**config.mk**
```make
export PLATFORM = sky130hd
export DESIGN_NAME = spi_clk_rst_sink
export DESIGN_NICKNAME = d
export VERILOG_FILES = /design/src/rtl/spi_clk_rst_sink.sv
export SDC_FILE = /design/constraint.sdc
export NUM_CORES = 1
export LEC_CHECK = 0
export ABC_AREA = 1
export BUFFER_PORTS_ARGS = -buffer_cell sky130_fd_sc_hd__buf_2
export CAP_MARGIN = 15
export CORE_MARGIN = 5
export CORE_UTILIZATION = 62
export DETAILED_ROUTE_END_ITERATION = 10
export PLACE_DENSITY = 0.84
export SYNTH_ARGS = -nofsm -noshare
export SYNTH_HDL_FRONTEND = slang
export SYNTH_SLANG_ARGS = --single-unit
```
**constraint.sdc**
```tcl
create_clock -name clk -period 2.35 [get_ports clk]
set_clock_uncertainty 0.05 [all_clocks]
set_input_delay 0.47 -clock clk [delete_from_list [all_inputs] [get_ports clk]]
set_output_delay 0.47 -clock clk [all_outputs]
set_load 0.01 [all_outputs]
```
**src/rtl/spi_clk_rst_sink.sv**
```systemverilog
// SPI serial-clock generator with reset-release synchroniser.
// Produces bursts of nbits sclk cycles with lead/trail edge strobes and a done strobe.
module spi_clk_rst_sink #(
  parameter int DIV_W       = 8,
  parameter int CNT_W       = 6,
  parameter int SYNC_STAGES = 2
) (
  input  logic             clk,
  input  logic             rst,
  input  logic             start,
  input  logic [DIV_W-1:0] div,
  input  logic [CNT_W-1:0] nbits,
  input  logic             cpol,
  output logic             rst_sync_n,
  output logic             busy,
  output logic             sclk,
  output logic             lead_edge,
  output logic             trail_edge,
  output logic             done
);

  typedef enum logic [1:0] {IDLE, LEAD, TRAIL} state_t;

  logic [SYNC_STAGES-1:0] sync_reg;

  state_t           state_reg, state_next;
  logic [DIV_W-1:0] hcnt_reg, hcnt_next;
  logic [DIV_W-1:0] div_reg, div_next;
  logic [CNT_W-1:0] bcnt_reg, bcnt_next;
  logic             cpol_reg, cpol_next;
  logic             busy_reg, busy_next;
  logic             sclk_reg, sclk_next;
  logic             lead_reg, lead_next;
  logic             trail_reg, trail_next;
  logic             done_reg, done_next;

  // Ones shift in after release; the last stage is the synchronised reset.
  always_ff @(posedge clk or negedge rst) begin
    if (!rst) begin
      sync_reg <= '0;
    end else begin
      sync_reg <= {sync_reg[SYNC_STAGES-2:0], 1'b1};
    end
  end

  assign rst_sync_n = sync_reg[SYNC_STAGES-1];

  always_comb begin
    state_next = state_reg;
    hcnt_next  = hcnt_reg;
    div_next   = div_reg;
    bcnt_next  = bcnt_reg;
    cpol_next  = cpol_reg;
    busy_next  = busy_reg;
    sclk_next  = sclk_reg;
    lead_next  = 1'b0;
    trail_next = 1'b0;
    done_next  = 1'b0;

    if (!rst_sync_n) begin
      state_next = IDLE;
      hcnt_next  = '0;
      div_next   = '0;
      bcnt_next  = '0;
      cpol_next  = 1'b0;
      busy_next  = 1'b0;
      sclk_next  = 1'b0;
    end else begin
      case (state_reg)
        IDLE: begin
          sclk_next = cpol;
          if (start) begin
            div_next   = div;
            cpol_next  = cpol;
            hcnt_next  = div;
            bcnt_next  = nbits;
            busy_next  = 1'b1;
            state_next = LEAD;
          end
        end
        LEAD: begin
          // bcnt can only be zero here for an empty burst: finish without toggling.
          if (bcnt_reg == '0) begin
            done_next  = 1'b1;
            busy_next  = 1'b0;
            state_next = IDLE;
          end else if (hcnt_reg == '0) begin
            sclk_next  = ~cpol_reg;
            lead_next  = 1'b1;
            hcnt_next  = div_reg;
            state_next = TRAIL;
          end else begin
            hcnt_next = hcnt_reg - DIV_W'(1);
          end
        end
        TRAIL: begin
          if (hcnt_reg == '0) begin
            sclk_next  = cpol_reg;
            trail_next = 1'b1;
            hcnt_next  = div_reg;
            bcnt_next  = bcnt_reg - CNT_W'(1);
            if (bcnt_reg == CNT_W'(1)) begin
              done_next  = 1'b1;
              busy_next  = 1'b0;
              state_next = IDLE;
            end else begin
              state_next = LEAD;
            end
          end else begin
            hcnt_next = hcnt_reg - DIV_W'(1);
          end
        end
        default: begin
          state_next = IDLE;
          busy_next  = 1'b0;
        end
      endcase
    end
  end

  always_ff @(posedge clk or negedge rst) begin
    if (!rst) begin
      state_reg <= IDLE;
      hcnt_reg  <= '0;
      div_reg   <= '0;
      bcnt_reg  <= '0;
      cpol_reg  <= 1'b0;
      busy_reg  <= 1'b0;
      sclk_reg  <= 1'b0;
      lead_reg  <= 1'b0;
      trail_reg <= 1'b0;
      done_reg  <= 1'b0;
    end else begin
      state_reg <= state_next;
      hcnt_reg  <= hcnt_next;
      div_reg   <= div_next;
      bcnt_reg  <= bcnt_next;
      cpol_reg  <= cpol_next;
      busy_reg  <= busy_next;
      sclk_reg  <= sclk_next;
      lead_reg  <= lead_next;
      trail_reg <= trail_next;
      done_reg  <= done_next;
    end
  end

  assign busy       = busy_reg;
  assign sclk       = sclk_reg;
  assign lead_edge  = lead_reg;
  assign trail_edge = trail_reg;
  assign done       = done_reg;

endmodule
```
==> results of run 1 <==
[layer usage]
layer | GRT usage [%] | vias to the layer above | part of all wire, %
met5 | 0 | - | 0
met4 | 6.09 | 0 | 1.1
met3 | 4.05 | 6 | 5.2
met2 | 32.3 | 60 | 42
met1 | 31.0 | 783 | 51
li1 | - | 930 | -
[synthesized netlist by cell type (all sizes together), types with 2 or more instances]
library cell	number	area (sq um)
nand2	97	384
inv	40	150
dfrtp	32	801
nand3	30	160
o21ai	24	120
nor2	15	83.8
ha	8	100
a21oi	7	35.0
nand4	7	50.1
o22ai	4	25.0
buf	3	23.8
clkbuf	2	7.51
[power by group through the flow]
stage          Clock, uW  Sequential [uW]  Combinational (uW)
2_1_floorplan          0              845                1270
3_3_place_gp           0              863                1530
3_5_place_dp           0              868                1570
4_1_cts              335              857                1580
5_1_grt              369              888                1830
6_report             328              861                1590
[cell families after synthesis]
| group | share of synthesized area, % |
|---|---|
| buffers and inverters | 9.33 |
| AOI/OAI and AO/OA | 10.3 |
| adders and majority gates | 5.01 |
| xor gates and xnor gates | 0.438 |
| DFF | 40.1 |
| other | 0.188 |
| and+or+nand+nor | 34.6 |
[path summary, 6_finish.rpt]
check                                         start                       to  slack (ns)  cells past startpoint
setup / recovery           state_reg[0]$_DFFE_PN0P_  hcnt_reg[0]$_DFFE_PN0P_        0.38                      9
hold reg to reg               sync_reg[0]$_DFF_PN0_    sync_reg[1]$_DFF_PN0_        0.31                      0
min in group clk              sync_reg[0]$_DFF_PN0_    sync_reg[1]$_DFF_PN0_        0.31                      0
setup reg to reg           state_reg[0]$_DFFE_PN0P_  hcnt_reg[0]$_DFFE_PN0P_        0.38                      9
hold / removal                                  rst   div_reg[2]$_DFFE_PN0P_        0.12                      1
max in group asynchronous                       rst  hcnt_reg[4]$_DFFE_PN0P_        1.68                      1
[layout by cell type, fill, tap and decap left out]
cell       n
nand2_1   93
nand4_2    1
dfrtp_1   32
a21o_1     1
nor2_2     2
o21ai_0   14
a21boi_4   1
conb_1     1
nand3_1   28
xnor2_1    1
clkinv_2   1
a21oi_1    7
buf_2     23
o21ai_1   10
clkbuf_4   5
nand4_1    6
clkbuf_8   1
nand3_2    2
nor2_1    10
nor2_4     3
or2_2      1
nand3b_1   1
o22ai_1    4
nand2_4    2
inv_1     40
ha_1       8
nand2_2    2
clkbuf_1   2
[layout make-up]
type / instances / area, sq um
Timing Repair Buffer: 23 / 115
Multi-Input combinational cell: 198 / 1010
Inverter: 41 / 155
Tap cell: 44 / 55.1
Clock buffer: 8 / 58.8
Fill cell: 271 / 882
Sequential cell: 32 / 801
[stage by stage]
stage	hold slack, ns	total power, uW	std cells	setup slack (ns)
4_1_cts	0.146	2770	346	0.399
3_3_place_gp	0.282	2390	338	0.533
6_report	0.119	2780	346	0.380
5_1_grt	0.169	3090	346	0.182
3_5_place_dp	0.286	2440	338	0.431
2_1_floorplan	0.124	2120	276	0.779
[worst reg2reg max path, stage by stage (launching register included)]
cell and delay, ns:
dfrtp_1 0.40, inv_1 0.08, ha_1 0.40, inv_1 0.30, nand2_1 0.13, nand2_1 0.09, nand2_1 0.08, nand2_1 0.22
nand2_1 0.09, nand2_1 0.08
==> results.yml, run 1 <==
outcome:
  status: "completed"
logic_synthesis:
  ys_ff_latch: 32
  synth_flop_cell: "dfrtp_1"
  synth_area_per_cell_sq_um: 7.24
  ys_seq_area_share_pct: 40.1
  syn_nets: 302
  synthArstFlopShare_pct: 100
  ys_types: 28
  synth_edf_count: 0
  synthCells: 276
  yosys_warnings: 0
  syn_area_sq_mm: 0.00200
timing:
  slew_headroom_pct: 54.5
  tightest_slew_ns: 0.682
  hold_viol: 0
  max_freq_mhz: 508
  post-route-period-util_pct: 83.8
  setup_violations: 0
  period_needed_ns: 1.97
  rsz0062_at_grt: "false"
  drv_slew: 0
  final.setup.tns_ns: 0
placed_design:
  dp_hpwl_mm: 3.17
  gp_congestion: 0.829
  place_area_sq_mm: 0.00214
  port_buffers: 23
finish:
  fin_util_pct: 71.3
  drive_gt1_share_pct: 14.6
  syn_to_final_growth_pct: 9.89
  final_area_sq_mm: 0.00220
  antenna-diode-count: 0
  fin_nets: 327
worst_setup_path:
  path_class: "register to register"
  crit_path_frequent_cell: "nand2_1"
  start_kind: "register"
  cp-end-kind: "register"
  path_max_fanout: 13
  slowest_delay_ns: 0.40
  crit_slowest_cell: "dfrtp_1"
  crit_required_ns: 2.57
  critPathBufInv: 2
  cp_top_family: "simple AND/OR/NAND/NOR gates"
  worst_ep_arrival_time_ns: 2.19
  path_cells: "inv_1, ha_1, inv_1, nand2_1, nand2_1, nand2_1, nand2_1, nand2_1, nand2_1"
floorplan:
  start_util_pct: 64.9
  die-width_microns: 66.8
  die-area_sq_mm: 0.00446
  fp.dieH_microns: 66.8
  core_area_sq_mm: 0.00308
  rows: 20
  io_pins: 24
clock_network:
  cts_buffers: 5
  clkLatencyLatePin_ns: 0.33
  clk_pin_slew_ns: 0.10
  clockBufferDepth: 2
  clock_sinks: 32
  cts-root-buf: "clkbuf_4"
  cts_tree: "built"
  htreeDepth: 2
  holdBufCountCts: 0
  post_cts_buffers: 0
  cts_resized: 0
power:
  seqPwrFrac_pct: 31.0
  p_sw_uw: 1380
  p_int_uw: 1400
  p_sw_share_pct: 49.5
  pwr_density_cell_mw_per_mm2: 1270
  peakVddDrop_uv: 743
  p_leak_uw: 0.00119
  pwr-share-comb_pct: 57.2
  clkPwrFrac_pct: 11.8
detailed_routing:
  wl_mm: 4.13
  first_pass_iters: 5
  vias: 1779
  wl_per_cell_microns: 11.9
  drt-initial-drc-count: 112
  routed_via_density: 5.14
  ant_nets: 0
  drc_errors: 0
global_route:
  grt_max_degree: 33
  grt-ovfl-total: 0
  grt_pass1_vias: 1709
  grt_usage_pct: 21.4
  grt_antenna_before_repair: 0
  grt_pass1_wl_mm: 7.37
hold_path:
  min_path_type: "primary input to asynchronous set/reset pin"
job:
  drv_cap: 0
No activity file was read; power rests on OpenSTA's default activity.
==> run 2, diff against run 1 <==
- ABC_AREA: 1 -> 0
- CORE_UTILIZATION: 62 -> 57
- PLACE_DENSITY: 0.84 -> 0.79
- clock period: 2.35 -> 1.9 ns (I/O delays scaled with it)
==> results.yml, run 2 <==
outcome:
  status: "completed"
logic_synthesis:
  synthCells: 221
  synthArstFlopShare_pct: 100
  synth_top_area_share_pct: 41.3
  ys_ff_latch: 32
  synth_edf_count: 0
  synth_flop_cell: "dfrtp_1"
  syn_area_sq_mm: 0.00194
  ys_types: 53
  yosysMostFrequentCell: "nand2_1"
  yosys_warnings: 0
  synth_area_leaders: "dfrtp_1 (41%), nand2_1 (8.5%), ha_1 (5.2%)"
  synth_area_per_cell_sq_um: 8.78
  syn_nets: 247
  yosys.area.top_type: "dfrtp_1"
  synth_common_cells: "nand2_1 (44), dfrtp_1 (32), o21ai_0 (16)"
  ys_seq_area_share_pct: 41.3
timing:
  tightest_slew_ns: 0.717
  hold_viol: 0
  setup_violations: 0
  period_needed_ns: 1.89
  slew_headroom_pct: 52.2
  rsz0062_at_grt: "true"
  post-route-period-util_pct: 99.3
  drv_slew: 0
  final.setup.tns_ns: 0
  max_freq_mhz: 530
  worst_slack_ns: 0.0130
placed_design:
  port_buffers: 23
  gp_congestion: 0.910
  post-place-ws_ns: 0.0277
  dp_hpwl_mm: 3.55
finish:
  multi_input_area_sq_mm: 0.00114
  fin_nets: 302
  final_common_cell: "nand2_1"
  fillers: 250
  syn_to_final_growth_pct: 29.9
  regArea_sq_um: 802
  drive_gt1_share_pct: 34.7
  antenna-diode-count: 0
  final_cell_mix: "nand2_1 (44), buf_4 (38), dfrtp_1 (31)"
worst_setup_path:
  path_class: "register to register"
  r2r-start: "bcnt_reg[1]$_DFFE_PN0P_"
  crit_required_ns: 2.12
  path_cells: "inv_2, ha_4, or4b_4, o211a_1, a311oi_2, mux2i_1"
  slowest_delay_ns: 0.46
  worst_ep_arrival_time_ns: 2.11
  cp-end-kind: "register"
  path_max_fanout: 5
  crit_slowest_cell: "or4b_4"
  r2r_setup_slack_ns: 0.01
  reg2reg_depth: 6
  start_kind: "register"
  worstReg2RegEnd: "busy$_DFFE_PN0P_"
detailed_routing:
  routed_via_density: 5.59
  first_pass_iters: 4
  drc_errors: 0
  ant_nets: 0
  wl_mm: 5.11
  wl_per_cell_microns: 15.8
  drt-initial-drc-count: 189
  vias: 1807
job:
  drv_cap: 0
global_route:
  grt_pass1_wl_mm: 8.37
  grt_max_degree: 33
  grt-ovfl-total: 0
  grt_usage_pct: 24.4
  grt_pass1_vias: 1668
  grt_antenna_before_repair: 0
floorplan:
  start_util_pct: 58.6
  fp.dieH_microns: 68.4
  io_pins: 24
  die-area_sq_mm: 0.00467
  core_area_sq_mm: 0.00331
  rows: 21
  die-width_microns: 68.4
power:
  clkPwrFrac_pct: 12.5
  p_int_uw: 2450
  p_sw_share_pct: 42.1
  seqPwrFrac_pct: 24.6
  p_sw_uw: 1780
  pwr-share-comb_pct: 62.9
  peakVddDrop_uv: 750
  p_leak_uw: 0.00122
  pwr_density_cell_mw_per_mm2: 1680
clock_network:
  clock_sinks: 32
  cts_tree: "built"
  cts-root-buf: "clkbuf_4"
  htreeDepth: 2
  clk_pin_slew_ns: 0.11
  clkLatencyLatePin_ns: 0.35
  clockBufferDepth: 2
  cts_buffers: 5
hold_path:
  min_path_type: "primary input to asynchronous set/reset pin"
-- run 2: worst max path at each step --
stage | from | end | slack [ns]
final | bcnt_reg[1]$_DFFE_PN0P_ | busy$_DFFE_PN0P_ | 0.01
after global routing | bcnt_reg[1]$_DFFE_PN0P_ | state_reg[0]$_DFFE_PN0P_ | -0.07
after CTS | bcnt_reg[0]$_DFFE_PN0P_ | state_reg[0]$_DFFE_PN0P_ | 0.009
after detailed placement | bcnt_reg[0]$_DFFE_PN0P_ | state_reg[0]$_DFFE_PN0P_ | 0.03
after global placement | bcnt_reg[1]$_DFFE_PN0P_ | state_reg[0]$_DFFE_PN0P_ | 0.05
after floorplan | bcnt_reg[0]$_DFFE_PN0P_ | hcnt_reg[6]$_DFFE_PN0P_ | -0.05
-- run 2: cell type report --
cell class | instances | share of cell area (%)
multi-input combinational | 165 | 45.2
sequential | 32 | 31.8
timing repair buffer | 61 | 15.9
tap | 46 | 2.28
clock inverter | 3 | 1.69
inverter | 11 | 1.64
clock buffer | 5 | 1.49
-- run 2: metrics by stage --
| step | total power [uW] | utilization [%] | instances | area (sq um) | hold WS [ns] |
|---|---|---|---|---|---|
| 2_1_floorplan | 2550 | - | 221 | 2010 | 0.0344 |
| 3_3_place_gp | 3310 | 70.1 | 305 | 2320 | 0.285 |
| 3_5_place_dp | 3340 | 70.1 | 305 | 2320 | 0.289 |
| 4_1_cts | 3880 | 72.5 | 313 | 2400 | 0.0405 |
| 5_1_grt | 4530 | 76.1 | 323 | 2520 | 0.0707 |
| 6_report | 4230 | 76.1 | 323 | 2520 | 0.0211 |
-- run 2: layer usage --
| layer | GRT usage, % | part of all wire [%] |
|---|---|---|
| met5 | 0 | 0 |
| met2 | 35.5 | 46 |
| met3 | 5.75 | 6.2 |
| met1 | 35.3 | 46 |
| met4 | 8.19 | 1.2 |
-- run 2: power groups by stage --
stage / combinational, uW / sequential (uW) / clock [uW]
2_1_floorplan: 1510 / 1040 / 0
3_3_place_gp: 2270 / 1040 / 0
3_5_place_dp: 2300 / 1040 / 0
4_1_cts: 2320 / 1030 / 538
5_1_grt: 2890 / 1060 / 573
6_report: 2660 / 1040 / 530
-- run 2: critical path: cells and delay by family, from the launching register on --
family | cells | cell delay (ns)
compound gates | 2 | 0.45
simple gates | 1 | 0.46
buf+inv | 1 | 0.09
mux | 1 | 0.20
flops | 1 | 0.40
fa+ha+maj | 1 | 0.16
-- run 2: what timing repair did --
| action | in CTS | in global routing |
|---|---|---|
| hold buffers | 0 | 0 |
| pin swaps | 0 | 7 |
| buffers inserted | 0 | 10 |
| gates resized for setup | 1 | 15 |
| setup endpoints to repair | 1 | 11 |
-- run 2: cells by family (layout without fill, tap and decap cells) --
| family | after synthesis | after routing | share of synthesized area (%) |
|---|---|---|---|
| AND/OR/NAND/NOR | 81 | 81 | 19.8 |
| AO/OA/AOI/OAI | 67 | 67 | 24.4 |
| other | 1 | 1 | 0.193 |
| buffers and inverters | 24 | 80 | 5.09 |
| XOR/XNOR | 3 | 3 | 1.35 |
| multiplexers | 5 | 5 | 2.71 |
| adder cells (fa/ha/maj) | 8 | 8 | 5.16 |
| flip-flops | 32 | 32 | 41.3 |
